### config.mk
export PLATFORM = sky130hd
export DESIGN_NAME = fp_align_rshift
export DESIGN_NICKNAME = d
export VERILOG_FILES = /design/src/rtl/fp_align_rshift.sv
export SDC_FILE = /design/constraint.sdc
export NUM_CORES = 1
export LEC_CHECK = 0
export CAP_MARGIN = 20
export CELL_PAD_IN_SITES_DETAIL_PLACEMENT = 1
export CELL_PAD_IN_SITES_GLOBAL_PLACEMENT = 1
export CORE_UTILIZATION = 40
export DETAILED_ROUTE_END_ITERATION = 16
export PLACE_DENSITY = 0.88
export REMOVE_ABC_BUFFERS = 1
export SLEW_MARGIN = 10
export SYNTH_ARGS = -nofsm -noshare
export SYNTH_HDL_FRONTEND = slang
export SYNTH_SLANG_ARGS = --single-unit
### constraint.sdc
create_clock -name clk -period 6 [get_ports clk]
set_input_delay 1.2 -clock clk [delete_from_list [all_inputs] [get_ports clk]]
set_output_delay 1.2 -clock clk [all_outputs]
set_load 0.05 [all_outputs]
### src/rtl/fp_align_rshift.sv
// Pre-add alignment stage for the single-precision adder: unpacks and orders two
// operands by magnitude, then right-shifts the smaller significand with sticky.
module fp_align_rshift #(
  parameter int EW  = 8,
  parameter int MW  = 23,
  parameter int GRS = 3
) (
  input  logic               clk,
  input  logic               rst,
  input  logic               in_valid,
  output logic               in_ready,
  input  logic [EW+MW:0]     a,
  input  logic [EW+MW:0]     b,
  output logic               out_valid,
  input  logic               out_ready,
  output logic [EW-1:0]      exp_big,
  output logic [MW+GRS:0]    man_big,
  output logic [MW+GRS:0]    man_small,
  output logic               sign_big,
  output logic               eff_sub,
  output logic               swap
);

  localparam int W    = MW + 1 + GRS;
  localparam int SW   = MW + 1;
  localparam int LOG2 = $clog2(W);

  // Handshake: a transfer happens on valid & ready at a rising edge. Stage 2
  // loads when it is empty or its result is being taken; stage 1 loads when it
  // is empty or stage 2 loads. in_ready therefore depends on out_ready but never
  // on in_valid, and a stalled result keeps its data outputs unchanged.
  logic s1_valid;
  logic s2_valid;
  logic s2_load;

  assign s2_load   = ~s2_valid | out_ready;
  assign in_ready  = ~s1_valid | s2_load;
  assign out_valid = s2_valid;

  // ---------------- stage 1: unpack and compare ----------------
  logic [EW-1:0] a_exp, b_exp;
  logic [MW-1:0] a_frac, b_frac;
  logic [EW-1:0] a_eexp, b_eexp;
  logic [SW-1:0] a_sig, b_sig;
  logic          b_gt;

  logic [EW-1:0] big_eexp, small_eexp;
  logic [SW-1:0] big_sig, small_sig;
  logic          big_sign;

  always_comb begin
    a_exp  = a[EW+MW-1:MW];
    b_exp  = b[EW+MW-1:MW];
    a_frac = a[MW-1:0];
    b_frac = b[MW-1:0];
    // Denormals use exponent 1 so they line up with the smallest normals.
    a_eexp = (a_exp == '0) ? EW'(1) : a_exp;
    b_eexp = (b_exp == '0) ? EW'(1) : b_exp;
    a_sig  = {(a_exp != '0), a_frac};
    b_sig  = {(b_exp != '0), b_frac};
    // Magnitude order on {exp, frac}; a tie keeps A as the big operand.
    b_gt   = b[EW+MW-1:0] > a[EW+MW-1:0];

    big_eexp   = a_eexp;
    small_eexp = b_eexp;
    big_sig    = a_sig;
    small_sig  = b_sig;
    big_sign   = a[EW+MW];
    if (b_gt) begin
      big_eexp   = b_eexp;
      small_eexp = a_eexp;
      big_sig    = b_sig;
      small_sig  = a_sig;
      big_sign   = b[EW+MW];
    end
  end

  logic [EW-1:0] s1_exp_big;
  logic [EW-1:0] s1_diff;
  logic [SW-1:0] s1_sig_big;
  logic [SW-1:0] s1_sig_small;
  logic          s1_sign_big;
  logic          s1_eff_sub;
  logic          s1_swap;

  always_ff @(posedge clk) begin
    if (rst) begin
      s1_valid     <= 1'b0;
      s1_exp_big   <= '0;
      s1_diff      <= '0;
      s1_sig_big   <= '0;
      s1_sig_small <= '0;
      s1_sign_big  <= 1'b0;
      s1_eff_sub   <= 1'b0;
      s1_swap      <= 1'b0;
    end else if (in_ready) begin
      s1_valid <= in_valid;
      if (in_valid) begin
        s1_exp_big   <= big_eexp;
        s1_diff      <= big_eexp - small_eexp;
        s1_sig_big   <= big_sig;
        s1_sig_small <= small_sig;
        s1_sign_big  <= big_sign;
        s1_eff_sub   <= a[EW+MW] ^ b[EW+MW];
        s1_swap      <= b_gt;
      end
    end
  end

  // ---------------- stage 2: barrel shift with sticky ----------------
  logic [W-1:0]              pre;
  logic [LOG2:0][W-1:0]      lvl;
  logic [LOG2:0]             stk;
  logic                      sat;
  logic [W-1:0]              shifted;

  assign pre    = {s1_sig_small, {GRS{1'b0}}};
  assign lvl[0] = pre;
  assign stk[0] = 1'b0;

  // Each level shifts by 2^k and folds the bits it drops into the sticky.
  for (genvar k = 0; k < LOG2; k++) begin : g_shift
    localparam int SH = 1 << k;
    assign lvl[k+1] = s1_diff[k] ? (lvl[k] >> SH) : lvl[k];
    assign stk[k+1] = stk[k] | (s1_diff[k] & (|lvl[k][SH-1:0]));
  end

  assign sat = (s1_diff >= EW'(W));

  always_comb begin
    shifted = {lvl[LOG2][W-1:1], lvl[LOG2][0] | stk[LOG2]};
    if (sat) begin
      shifted = {{(W-1){1'b0}}, |pre};
    end
  end

  always_ff @(posedge clk) begin
    if (rst) begin
      s2_valid  <= 1'b0;
      exp_big   <= '0;
      man_big   <= '0;
      man_small <= '0;
      sign_big  <= 1'b0;
      eff_sub   <= 1'b0;
      swap      <= 1'b0;
    end else if (s2_load) begin
      s2_valid <= s1_valid;
      if (s1_valid) begin
        exp_big   <= s1_exp_big;
        man_big   <= {s1_sig_big, {GRS{1'b0}}};
        man_small <= shifted;
        sign_big  <= s1_sign_big;
        eff_sub   <= s1_eff_sub;
        swap      <= s1_swap;
      end
    end
  end

endmodule

==> impl_metrics.tcl <==
set metrics [dict create \
    finalSetupViolCount 0 \
    first_global_vias 8538 \
    finalSetupTns_ns 0 \
    hold_class "reg2reg" \
    outcome "complete, no violations" \
    initial_core_util_pct 40.8 \
    grt_max_degree 107 \
    hold_slack_ns 0.453 \
    numPortBuffers 131 \
    yosys-top-cells-count "131 x dfxtp_1, 111 x nand3_1, 105 x nand2_1, 75 x clkbuf_1, 72 x o21ai_0" \
    cts.clk_slew.worst_paths_ns 0.06 \
    die_h_um 146 \
    dp_slack_ns 0.369 \
    synth_fa_ha_area_share_pct 6.01 \
    grt_use_total_pct 26.0 \
    p_leak_uw 0.00395 \
    post-route-min-period_ns 5.35 \
    drtIter0Drc 646 \
    cts.sinks 131 \
    ys.flop_type "dfxtp_1" \
    synth_seq_cells 131 \
    clock_path_buffers 2 \
    finalInstanceArea_sq_um 10300 \
    netlist-cell-type-count 57 \
    powerDensity_nw_per_um2 285 \
    detail_route.wl_per_cell_um 19.6 \
    synth_compound_area_share_pct 16.4 \
    postRouteWirelength_um 27400 \
    synth_top_area_cell "dfxtp_1" \
    drc 0 \
    synth_top_area_share_pct 31.8 \
    antenna_cells 0 \
    cts_setup_buffers 0 \
    timing.fmax_mhz 187 \
    die_w_um 146 \
    numCtsBuffers 17 \
    htree_levels 4 \
    cts_resized 0 \
    cts_hold_buf 0 \
    ys_seq_area_share_pct 31.8 \
    tightest_slew_ns 1.04 \
    cp-start-kind "input port" \
    cap_violations 0 \
    synth.most_common_cell "dfxtp_1" \
    crit_arrival_ns 5.65 \
    hpwl_um 18900 \
    synthXorXnorAreaFrac_pct 0.212 \
    core_sq_um 20200 \
    ant_nets 0 \
    drive_above_1_share_pct 7.18 \
    synthTopCellsByArea "dfxtp_1 32%, nand3_1 6.7%, ha_1 5.8%, nand2_1 4.8%, o21ai_0 4.4%" \
    pin_count 135 \
    synth_edf_count 0 \
    dpl_cell_area_sq_um 9690 \
    vias 8368 \
    fin_worst_skew_ns 0.0151 \
    end_kind "register" \
    critPathKind "in2reg" \
    totalPowerFinal_uw 2950 \
    yosysWarnings 0 \
    grt_first_pass_wirelength_um 44400 \
    synthMuxAreaShare_pct 11.6 \
    dieArea_sq_um 21200 \
    peakVddDrop_v 0.000192 \
    worst_slack_ns 0.650 \
    nets 1223 \
    place_congestion 0.892 \
    rsz0062_at_grt "no" \
    maxSlewHeadroom_pct 30.8 \
    cts_tree "yes" \
    async_reset_ff_share_pct 0 \
    cts-root-buf "clkbuf_16" \
    avgSynthCellArea_sq_um 7.96 \
    finalHoldViolCount 0 \
    synth_cells 1037 \
    synth_simple_gate_area_share_pct 27.7 \
    vias_per_cell 5.99 \
    slew_violations 0 \
    syn_to_final_growth_pct 25.4 \
    fillers 2396 \
    antenna_found_initial 0 \
    drt_first_pass_iters 7 \
    grt-ovfl-total 0 \
    synth_top_family_by_area "simple AND/OR/NAND/NOR gates" \
    period_share_pct 89.2 \
    worstPathMaxFanout 43 \
    synth_area_sq_um 8250 \
    std_cell_rows 52 \
    cp.required_ns 6.30 \
    clk_latency_ns 0.43 \
]
==> layer usage <==
layer,track usage (%),wire length (um),vias up
met5,0,0,-
li1,-,-,3928
met2,43.9,13300,269
met3,4.26,1050,62
met4,10.1,700,0
met1,33.3,12400,4109
==> stage by stage <==
stage	cells	utilization (%)
after floorplan	948	-
after global placement	1366	47.9
after detailed placement	1366	47.9
after CTS	1397	51.0
after global routing	1398	51.1
final	1398	51.1
==> registers in the layout (all words and copies together) (netlist names), 8 cells and up <==
register      cells
s1_exp_big        8
s1_sig_big       24
s1_sig_small     24
man_small        27
exp_big           8
s1_diff           8
man_big          24
==> critical path, cell delays in order <==
cell             delay, ns
clkdlybuf4s50_1       0.55
inv_1                 0.06
ha_1                  0.32
nand4_1               0.11
nor2_1                0.14
o211ai_1              0.11
o211ai_1              0.40
mux2_2                0.29
buf_4                 0.43
nand3_1               0.21
nand2_1               0.11
ha_1                  0.23
nor2b_1               0.13
o21ai_0               0.22
a21boi_0              0.19
o21a_1                0.22
o211ai_1              0.21
a21oi_1               0.13
o41ai_1               0.38
==> area by class of cell <==
cell class | count | area (sq um) | share of cell area [%]
Clock buffer | 17 | 425 | 4.11
Clock inverter | 14 | 204 | 1.97
Inverter | 39 | 146 | 1.41
Multi-Input combinational cell | 778 | 5150 | 49.7
Sequential cell | 131 | 2620 | 25.4
Tap cell | 270 | 338 | 3.26
Timing Repair Buffer | 149 | 1460 | 14.1
==> cells in the final DEF, fill, tap and decap left out, types with 4 or more instances in the layout <==
cell type        count
dfxtp_1            130
o21ai_0             72
a21oi_1             63
o211ai_1             6
inv_1               38
or3_1                7
nor3b_1             25
and2_1               6
buf_4               18
mux2i_1             33
a211oi_1            12
a311oi_1             8
nand3_1            111
clkbuf_16           17
mux2_2               9
nor2b_1             10
clkdlybuf4s50_1    130
nand4_1             10
o21a_1               5
a22oi_1             17
a221oi_1             5
mux4_1               6
mux4_2              16
a21o_1               6
nand3b_1            48
clkinv_4             4
bufinv_16            4
nor3_1              37
a222oi_1             5
nor4_1               7
nand2_1            104
ha_1                38
nor2_1              71
==> path summary, 6_finish.rpt <==
check                                                from                   endpoint  slack (ns)  cells after the start
worst max-delay path                                a[26]    s1_diff[7]$_SDFFE_PP0P_        0.65                     19
worst min-delay path            man_small[1]$_SDFFE_PP0P_  man_small[1]$_SDFFE_PP0P_        0.45                      2
worst max register to register    s1_diff[1]$_SDFFE_PP0P_  man_small[0]$_SDFFE_PP0P_        2.59                      6
worst min register to register  man_small[1]$_SDFFE_PP0P_  man_small[1]$_SDFFE_PP0P_        0.45                      2
==> kinds of logic after synthesis <==
group | count (synthesis)
and+or+nand+nor | 449
buffers and inverters | 130
xor gates and xnor gates | 2
adders and majority gates | 39
AOI/OAI and AO/OA | 220
DFF | 131
other | 1
muxes | 65
==> power breakdown <==
part | switching [uW] | leakage, uW | total (uW) | internal, uW
Combinational | 491 | 0.00258 | 814 | 324
Clock | 419 | 0.000297 | 1120 | 698
Sequential | 85.8 | 0.00107 | 1020 | 936
Total | 996 | 0.00395 | 2950 | 1960
Power figures use the tool's default switching activity.
